===== src/rtl/dmem_arbiter.sv =====
`default_nettype none
// ============================================================================
// Module   : dmem_arbiter
// Purpose  : Round-robin arbiter that shares one synchronous-read data
//            memory port between NUM_CH cores. One request is granted per
//            cycle (combinational grant); the load data or store acknowledge
//            returns to the requesting core one cycle later.
// Ports    : clk, rst                 - clock, synchronous active-high reset
//            req_valid/we/addr/wdata  - per-channel requests (flattened buses)
//            req_lock                 - per-channel lock (DMARB_LOCK_EN only)
//            req_ready                - one-hot grant (or zero)
//            rsp_valid, rsp_rdata     - one-hot response strobe, load data
//            mem_en/we/addr/wdata     - memory request port
//            mem_rdata                - memory read data (one cycle latency)
// Options  : define DMARB_LOCK_EN to add channel locking for atomic
//            read-modify-write sequences.
// Revision : 1.0 - initial release
// ============================================================================
module dmem_arbiter #(
  parameter int NUM_CH = 4,
  parameter int ADDR_W = 32,
  parameter int DATA_W = 32
) (
  input  logic                     clk,
  input  logic                     rst,
  input  logic [NUM_CH-1:0]        req_valid,
  input  logic [NUM_CH-1:0]        req_we,
  input  logic [NUM_CH*ADDR_W-1:0] req_addr,
  input  logic [NUM_CH*DATA_W-1:0] req_wdata,
`ifdef DMARB_LOCK_EN
  input  logic [NUM_CH-1:0]        req_lock,
`endif
  output logic [NUM_CH-1:0]        req_ready,
  output logic [NUM_CH-1:0]        rsp_valid,
  output logic [DATA_W-1:0]        rsp_rdata,
  output logic                     mem_en,
  output logic                     mem_we,
  output logic [ADDR_W-1:0]        mem_addr,
  output logic [DATA_W-1:0]        mem_wdata,
  input  logic [DATA_W-1:0]        mem_rdata
);

  localparam int C_PTR_W = $clog2(NUM_CH);

  // Registered state
  logic [C_PTR_W-1:0] rr_ptr_q,    rr_ptr_d;
  logic [NUM_CH-1:0]  rsp_ch_q,    rsp_ch_d;
  logic               rsp_is_rd_q, rsp_is_rd_d;
`ifdef DMARB_LOCK_EN
  logic               locked_q,    locked_d;
  logic [C_PTR_W-1:0] locked_ch_q, locked_ch_d;
`endif

  // Combinational arbitration signals
  logic [ADDR_W-1:0]  w_addr_arr  [NUM_CH];
  logic [DATA_W-1:0]  w_wdata_arr [NUM_CH];
  logic [NUM_CH-1:0]  w_elig;
  logic [C_PTR_W:0]   w_sum;
  logic [C_PTR_W-1:0] w_cand;
  logic [C_PTR_W-1:0] w_gnt_idx;
  logic               w_found;
  logic [NUM_CH-1:0]  w_grant;

  generate
    for (genvar gi = 0; gi < NUM_CH; gi++) begin : g_unpack
      assign w_addr_arr[gi]  = req_addr[gi*ADDR_W +: ADDR_W];
      assign w_wdata_arr[gi] = req_wdata[gi*DATA_W +: DATA_W];
    end
  endgenerate

  // While a channel holds the lock, only that channel is eligible.
  always_comb begin
    w_elig = req_valid;
`ifdef DMARB_LOCK_EN
    if (locked_q) begin
      w_elig = req_valid & (NUM_CH'(1) << locked_ch_q);
    end
`endif
  end

  // Scan from rr_ptr upward, wrapping modulo NUM_CH; first eligible wins.
  always_comb begin
    w_sum     = '0;
    w_cand    = '0;
    w_gnt_idx = '0;
    w_found   = 1'b0;
    for (int k = 0; k < NUM_CH; k++) begin
      w_sum = {1'b0, rr_ptr_q} + (C_PTR_W+1)'(k);
      if (w_sum >= (C_PTR_W+1)'(NUM_CH)) begin
        w_sum = w_sum - (C_PTR_W+1)'(NUM_CH);
      end
      w_cand = w_sum[C_PTR_W-1:0];
      if (!w_found && w_elig[w_cand]) begin
        w_found   = 1'b1;
        w_gnt_idx = w_cand;
      end
    end
    // Reset masks every grant so nothing reaches memory during reset.
    if (rst) begin
      w_found = 1'b0;
    end
    w_grant = w_found ? (NUM_CH'(1) << w_gnt_idx) : '0;
  end

  // Memory port and request-side outputs
  always_comb begin
    req_ready = w_grant;
    mem_en    = w_found;
    mem_we    = w_found & req_we[w_gnt_idx];
    mem_addr  = w_found ? w_addr_arr[w_gnt_idx]  : '0;
    mem_wdata = w_found ? w_wdata_arr[w_gnt_idx] : '0;
  end

  // Next-state computation
  always_comb begin
    rr_ptr_d    = rr_ptr_q;
    rsp_ch_d    = w_grant;
    rsp_is_rd_d = w_found & ~req_we[w_gnt_idx];
`ifdef DMARB_LOCK_EN
    locked_d    = locked_q;
    locked_ch_d = locked_ch_q;
    if (w_found) begin
      if (locked_q) begin
        // Only the owner can be granted here; lock=0 releases it.
        if (!req_lock[w_gnt_idx]) begin
          locked_d = 1'b0;
        end
      end else if (req_lock[w_gnt_idx]) begin
        locked_d    = 1'b1;
        locked_ch_d = w_gnt_idx;
      end
    end
    // The pointer stays frozen for as long as the lock is held.
    if (w_found && !locked_d) begin
      rr_ptr_d = (w_gnt_idx == C_PTR_W'(NUM_CH-1)) ? '0 : w_gnt_idx + 1'b1;
    end
`else
    if (w_found) begin
      rr_ptr_d = (w_gnt_idx == C_PTR_W'(NUM_CH-1)) ? '0 : w_gnt_idx + 1'b1;
    end
`endif
  end

  always_ff @(posedge clk) begin
    if (rst) begin
      rr_ptr_q    <= '0;
      rsp_ch_q    <= '0;
      rsp_is_rd_q <= 1'b0;
`ifdef DMARB_LOCK_EN
      locked_q    <= 1'b0;
      locked_ch_q <= '0;
`endif
    end else begin
      rr_ptr_q    <= rr_ptr_d;
      rsp_ch_q    <= rsp_ch_d;
      rsp_is_rd_q <= rsp_is_rd_d;
`ifdef DMARB_LOCK_EN
      locked_q    <= locked_d;
      locked_ch_q <= locked_ch_d;
`endif
    end
  end

  // Reset in the response cycle discards the pending response.
  always_comb begin
    rsp_valid = rst ? '0 : rsp_ch_q;
    rsp_rdata = ((|rsp_valid) && rsp_is_rd_q) ? mem_rdata : '0;
  end

endmodule
`default_nettype wire


===== config.mk =====
export PLATFORM = sky130hd
export DESIGN_NAME = dmem_arbiter
export DESIGN_NICKNAME = d
export VERILOG_FILES = /design/src/rtl/dmem_arbiter.sv
export SDC_FILE = /design/constraint.sdc
export NUM_CORES = 1
export LEC_CHECK = 0
export ABC_AREA = 1
export ABC_CLOCK_PERIOD_IN_PS = 3100
export CORE_AREA = 3 3 157 159
export DETAILED_ROUTE_END_ITERATION = 8
export DIE_AREA = 0 0 160 162
export SLEW_MARGIN = 5
export SYNTH_ARGS = -nofsm -noshare
export SYNTH_HDL_FRONTEND = slang
export SYNTH_SLANG_ARGS = --single-unit

===== constraint.sdc =====
create_clock -name clk -period 3.1 [get_ports clk]
set_clock_uncertainty 0.15 [all_clocks]
set_input_delay 0.31 -clock clk [delete_from_list [all_inputs] [get_ports clk]]
set_output_delay 0.31 -clock clk [all_outputs]
set_load 0.005 [all_outputs]

==> Word-level counts from Yosys, hierarchy flattened <==
Cells that the tools add are included.
Widths: inputs -> output; s select.
{ "word_totals": {"output_inout_bits": 106, "ff_bits": 7} }
{ "op_classes": {"bitwise": 4, "muxes": 35, "n_eq_ne": 1, "n_shift": 1, "add_sub_neg": 8, "n_reduce_logical": 8, "order_cmp": 10} }
{ "op_table": {"columns": ["op", "n"], "rows": [
  ["$mux 32", 7],
  ["$bmux 32 s2", 2],
  ["$mux 2", 9],
  ["$lt 2x3->1 const B", 5],
  ["$ge 3x3->1 const B", 4],
  ["$bmux 1 s2", 5],
  ["$mux 1", 10],
  ["$mux 4", 2],
  ["$sub 2x1->2 const B", 4],
  ["$add 2x2->3 const B", 2],
  ["$logic_and 1x1->1", 4],
  ["$reduce_or 4->1", 1],
  ["$shl 1x2->4 const A", 1],
  ["$add 2x1->3 const B", 1],
  ["$ge 2x3->1 const B", 1],
  ["$logic_not 1->1", 3],
  ["$not 2->3", 1],
  ["$add 2x1->2 const B", 1],
  ["$and 1x1->1", 2],
  ["$eq 2x2->1 const B", 1],
  ["$not 1->1", 1]
]} }

==> Logic depth before layout (Yosys ltp) <==
Gate-level depths: netlist (run 1).
{ "logic_depth": {"ltp_word": 19, "mapped_depth": 15, "mapped_depth_nobuf": 14} }

==> Worst setup path before layout (run 1) <==
OpenSTA, ideal clock, no wires.
{ "synth_timing": {"path_type": "register to output", "startpoint": "register rr_ptr_q[0]", "endpoint": "output req_ready[1]", "stages_incl_launch_ff": 14, "t_arrival_ns": 1.773, "path_slack_ns": 0.867, "n_path_buf": 3, "cell_sequence": "dfxtp_1 buf_4 nand2_1 nand3_1 nand2_1 nor2_4 nand3_4 nand3_2 buf_6 buf_4 inv_1 ha_1 inv_1 nor2_1"} }
{ "synth_between": {"elab_chain_len": 16, "word_cells_on_any_way": 40, "cone_classes": "7 x add/sub; 4 x order compare; 1 x shift; 22 x mux; 6 x reduce/logical"} }
{ "synth_rtl": {"columns": ["item", "line_no", "text"], "rows": [
  ["from (decl)", "46", "logic [C_PTR_W-1:0] rr_ptr_q, rr_ptr_d;"],
  ["from (signal assigned)", "154", "rr_ptr_q <= rr_ptr_d;"],
  ["parallel branches: the longest is 15 deep, another holds $add 2x1->3", null, null],
  ["$mux 4 *", "102", "w_grant = w_found ? (NUM_CH'(1) << w_gnt_idx) : '0;"],
  ["to (decl)", "33", "output logic [NUM_CH-1:0] req_ready,"]
]} }
Mark *: on every way between the ends. The select of a mux whose other input is x is not followed.

==> Worst setup path after layout (run 1) <==
{ "layout_timing": {"startpoint": "input req_valid[0]", "endpoint": "output mem_wdata[24]"} }
{ "layout_between": {"elab_chain_len": 17, "word_cells_on_any_way": 28, "cone_classes": "21 x mux; 1 x bitwise; 6 x reduce/logical"} }
{ "layout_rtl": {"columns": ["item", "line_no", "text"], "rows": [
  ["from (decl)", "26", "input logic [NUM_CH-1:0] req_valid,"],
  ["$bmux 1 s2", "93", "if (!w_found && w_elig[w_cand]) begin"],
  ["$mux 1 (not written as such)", "93", null],
  ["$mux 1", "93", null],
  ["$logic_not 1->1", "93", null],
  ["$logic_and 1x1->1", "93", null],
  ["$mux 1", "93", null],
  ["$logic_not 1->1", "93", null],
  ["$logic_and 1x1->1", "93", null],
  ["$mux 1", "93", null],
  ["$logic_not 1->1", "93", null],
  ["$logic_and 1x1->1", "93", null],
  ["$mux 2", "93", null],
  ["$not 2->3 (not written as such)", "111", "mem_wdata = w_found ? w_wdata_arr[w_gnt_idx] : '0;"],
  ["$bmux 32 s2", "111", null],
  ["$mux 32 (not written as such) (2 in series)", "111", null],
  ["$mux 32 *", "111", null],
  ["to (decl)", "39", "output logic [DATA_W-1:0] mem_wdata,"]
]} }
Mark *: on every way between the ends. The rest lies on a longest branch, timed or not. The select of a mux whose other input is x is not followed.

==> results by stage, run 1 <==
GRT:
- The pin count of the biggest net entering global routing is 45.
- The number of global-route vias before repair is 6923.
- The global-route usage over all layers is 17.0%.
- The number of antenna violations at the first check in global routing is 1.
- Summed over all layers, the global routing overflow is 0.
- The first-pass GRT wire length is 36.1 mm.

Logic synthesis:
- The most instantiated library cell after synthesis is sky130_fd_sc_hd__nand2_1.
- In the synthesized netlist the async set-or-reset flop fraction comes to 0%.
- The netlist uses 21 different library cells.
- The average size of a mapped cell is 4.50 um^2.
- The number of enable-type register cells in the synthesized netlist is 0.
- The number of nets handed over by synthesis was 1192.
- The yosys synthesis warning count is 0.
- Counting flops and latches in the post-synthesis netlist gives 7.
- Counting every instance in the synthesized netlist gives 890.
- The area fraction of the dominant cell type after synthesis is 28.3%.
- Among all flip-flop cells after synthesis, the most frequent one is sky130_fd_sc_hd__dfxtp_1.
- Yosys attributes the largest share of cell area to sky130_fd_sc_hd__nand2_1 28%, sky130_fd_sc_hd__nand3_1 25%, sky130_fd_sc_hd__inv_1 17%.
- Sorting the synthesized cells by how often they occur yields 302 x sky130_fd_sc_hd__nand2_1, 203 x sky130_fd_sc_hd__nand3_1, 180 x sky130_fd_sc_hd__inv_1.
- The sequential element share of the synthesized area is between 3 and 4%.
- The total standard cell area after synthesis is 4000 um^2.
- Of all cell types, the one taking the most synthesized area is sky130_fd_sc_hd__nand2_1.

Worst hold path:
- The worst hold path belongs to the class reg -> reg.
- For hold timing, the worst endpoint is rr_ptr_q[0].
- The startpoint identified for the worst hold timing path is rr_ptr_q[0].
- The worst hold path stage count is 2.

Critical path:
- In this run the register-to-register setup slack is 0.79 ns.
- The type of element capturing the critical path is a primary output.
- The library cell contributing the largest single delay on the critical path is sky130_fd_sc_hd__clkdlybuf4s50_1.
- For the worst flop-to-flop path, the logic depth is 13.
- STA puts the critical path data arrival time at 2.70 ns.
- The start of the worst register-to-register path is rr_ptr_q[0].
- The critical path goes through clkdlybuf4s50_1 -> inv_1 -> nand2_1 -> nand3_1 -> nand2_2 -> nor2_4 -> nand3_1 -> nand3_2 -> nand2_4 -> inv_8 -> bufbuf_16 -> nand2_1 -> a21oi_2 -> clkdlybuf4s50_1.
- The end of the worst register-to-register path is rr_ptr_q[1].
- The required time at the worst-slack endpoint is 2.64 ns.
- The startpoint kind of the worst setup timing path is a primary input.
- In this run the worst path has a maximum fanout of 8.
- The critical path is of the in -> out type.
- On the worst path, the slowest cell contributes a delay of 0.52 ns.

Power and ir drop:
- The share of power burned in the clock network is ~2%.
- The sequential share of power is 1.4%.
- In this run the static leakage power is 0.00495 uW.
- The reported net switching power is 5650 uW.
- The share of total power dissipated in combinational logic is 96.6%.
- The worst ir drop on vdd is 0.618 mV.
- Dividing total power by cell area gives a power density of between 1000 and 1500 nW/um^2.
- The switching share of total power is 50.9%.
- The internal portion of the total power is roughly 5500 uW.

STA:
- The final critical-path share of the clock period is 102%.
- For this run, the top clock speed supported by timing is 0.316 GHz.
- After routing, the total negative slack on setup checks comes to -0.285 ns.
- Setup repair after global routing could not meet its margin everywhere.
- The total of endpoints with negative setup slack in the final report is 12.
- The minimum clock period after layout is between 3 and 4 ns.
- After layout, the worst setup slack is -0.0612 ns.
- The slew of the pin with the lowest slew margin is 0.304 ns.
- The max-slew violation total from the final report is 0.
- In this run the tightest slew margin relative to its limit is 79.7%.
- The number of endpoints with negative hold slack in the final report is 0.

Placed design:
- The placed cell count is 1626.
- Input and output buffers added on the ports amount to 403.
- Detailed placement ended at an HPWL of 18.5 mm.
- The congestion estimate from routability-driven global placement came to 0.887.

Floorplanning:
- The die height is 162 um.
- The die covers 25900 um^2.
- The core region is 23400 um^2.
- The cell row count is 56.
- The number of placed I/O pins is 404.
- For this configuration, the core starts out at a cell density of 17.1%.
- The die is 160 um wide.

Clock tree:
- The clock insertion delay at the later pin of the skew report is 0.23 ns.
- Hold repair after CTS inserted 0 buffers.
- The root buffer cell is sky130_fd_sc_hd__clkbuf_16.
- The clock buffer count from CTS is 3.
- The clock passes through at most 2 buffers.
- In this run the number of H-tree levels came out at 1.
- The clock sink count is 7.
- The CTS tree is done.
- The clock edge transition at the registers on the reported setup and hold paths is 0.04 ns.

Finish:
- The count of fill cells added during filler insertion is 2562.
- The final-stage net count is 1627.
- The layout overhead on the synthesized area is 132%.
- The share of final-layout standard cells stronger than drive strength 1 is 11.6%.
- For this run, the share of the core covered by cells in the final layout is just under 40%.
- The finished layout holds between 1500 and 2000 standard cells, fillers aside.

Route:
- The pre-antenna-repair detailed-routing pass consisted of 6 iterations.
- The post-detailed-route count of antenna-violating nets is 0.
- The routed wire length is roughly 24 mm.
- The average detailed-routed wire length per instance is around 15 um.
- The number of DRC violations after detailed-routing iteration 0 is roughly 330.
- The via total after detailed routing is roughly 7000.
- The number of remaining DRC errors is 0.
- The via-per-instance ratio is approximately 4.3.

Run status:
- The checks that failed: negative setup slack.
- The flow ran to the end, but the final reports show violations.

Flow run:
- The tool flagged a number of max-cap violations equal to 0.
[power by group through the flow]
| stage | combinational (uW) | sequential (uW) | clock [uW] |
|---|---|---|---|
| global placement | 9870 | 149 | 0 |
| detailed placement | 9850 | 149 | 0 |
| global route | 11900 | 158 | 230 |
| CTS | 10200 | 149 | 225 |
| finish | 10700 | 152 | 223 |
| floorplan | 5140 | 140 | 0 |
[layer usage]
metal | global-route usage, % | vias to the layer above | part of all wire [%]
li1 | - | 3578 | -
met1 | 19.4 | 3089 | 40
met2 | 31.6 | 296 | 50
met3 | 3.85 | 32 | 7.5
met4 | 4.93 | 0 | 2.4
met5 | 0 | - | 0
[per-stage QoR]
stage / setup slack (ns) / cell area [um^2] / hold WS (ns) / total power (uW)
after floorplan: 0.867 / 4000 / 0.336 / 5280
after global placement: -0.104 / 8880 / 0.422 / 10000
after detailed placement: -0.124 / 8880 / 0.422 / 9990
after CTS: -0.0834 / 9080 / 0.446 / 10500
after global routing: -0.269 / 9280 / 0.508 / 12200
final: -0.0612 / 9280 / 0.414 / 11100
[how the worst max path moves through the flow]
stage                             from            end  slack (ns)  depth (start not counted)
after CTS                 req_valid[0]  mem_wdata[24]       -0.08                         14
after global routing      req_valid[3]  mem_wdata[22]       -0.27                         14
after detailed placement  req_valid[0]  mem_wdata[15]       -0.12                         13
final                     req_valid[0]  mem_wdata[24]       -0.06                         14
after floorplan            rr_ptr_q[0]   req_ready[1]        0.87                         13
after global placement    req_valid[3]  mem_wdata[29]       -0.10                         16
[worst max-delay path, delay by kind of cell]
| kind | cells | cell delay [ns] |
|---|---|---|
| compound gates | 1 | 0.17 |
| buf+inv | 5 | 1.40 |
| simple gates | 8 | 0.80 |
[layout by cell type, fill, tap and decap left out]
master,count
sky130_fd_sc_hd__o41ai_2,1
sky130_fd_sc_hd__nor2_4,1
sky130_fd_sc_hd__clkdlybuf4s15_1,3
sky130_fd_sc_hd__inv_1,180
sky130_fd_sc_hd__buf_8,1
sky130_fd_sc_hd__ha_1,4
sky130_fd_sc_hd__inv_8,1
sky130_fd_sc_hd__o21ai_0,3
sky130_fd_sc_hd__nor2_1,47
sky130_fd_sc_hd__nand2_1,298
sky130_fd_sc_hd__nand2_2,2
sky130_fd_sc_hd__buf_12,17
sky130_fd_sc_hd__o21ai_1,1
sky130_fd_sc_hd__nand3_1,198
sky130_fd_sc_hd__clkdlybuf4s50_1,348
sky130_fd_sc_hd__a21oi_2,19
sky130_fd_sc_hd__a21oi_1,47
sky130_fd_sc_hd__diode_2,1
sky130_fd_sc_hd__nand3_2,4
sky130_fd_sc_hd__clkbuf_2,18
sky130_fd_sc_hd__buf_6,9
sky130_fd_sc_hd__buf_4,62
sky130_fd_sc_hd__clkbuf_16,7
sky130_fd_sc_hd__nand4_1,1
sky130_fd_sc_hd__dlymetal6s2s_1,12
sky130_fd_sc_hd__nand2_4,3
sky130_fd_sc_hd__dfxtp_2,2
sky130_fd_sc_hd__bufbuf_16,2
sky130_fd_sc_hd__clkbuf_1,1
sky130_fd_sc_hd__dfxtp_1,5
sky130_fd_sc_hd__dlygate4sd2_1,22
sky130_fd_sc_hd__inv_2,2
sky130_fd_sc_hd__nand3_4,3
[final cells by class]
class	instances	area, um^2	area share (%)
sequential	7	143	1.54
multi-input combinational	632	2930	31.6
antenna	1	2.50	0.0270
clock buffer	4	78.8	0.849
tap	319	399	4.30
timing repair buffer	498	5030	54.2
inverter	183	694	7.48
[repair_timing]
action | CTS | global route
setup buffers | 1 | 6
gates cloned | 2 | 4
endpoints found under the hold margin | 0 | 0
pin swaps | 0 | 2
resized for setup | 70 | 71
endpoints found under the setup margin | 69 | 47
[state kept, by name (all words and copies together), names as in the netlist]
| register | cells |
|---|---|
| rsp_ch_q | 4 |
| rsp_is_rd_q | 1 |
| rr_ptr_q | 2 |
[logic make-up (layout without fill, tap and decap cells)]
group	Yosys count	after routing	share of synthesized area, %
simple gates	557	557	59.4
buf+inv	251	685	26.9
compound gates	71	71	8.97
flops	7	7	3.50
fa+ha+maj	4	4	1.25
other cells	0	1	0
Note: power is estimated with default switching activity, not from simulation.
==> run 2, diff against run 1 <==
--- a/config.mk
+++ b/config.mk
@@ -8,6 +8,7 @@
 export ABC_AREA = 1
 export ABC_CLOCK_PERIOD_IN_PS = 3100
 export CORE_AREA = 3 3 157 159
+export CTS_CLUSTER_SIZE = 20
 export DETAILED_ROUTE_END_ITERATION = 8
 export DIE_AREA = 0 0 160 162
 export SLEW_MARGIN = 5
==> results of run 2 <==
Final layout, timing and power as in run 1 (identical DEF).
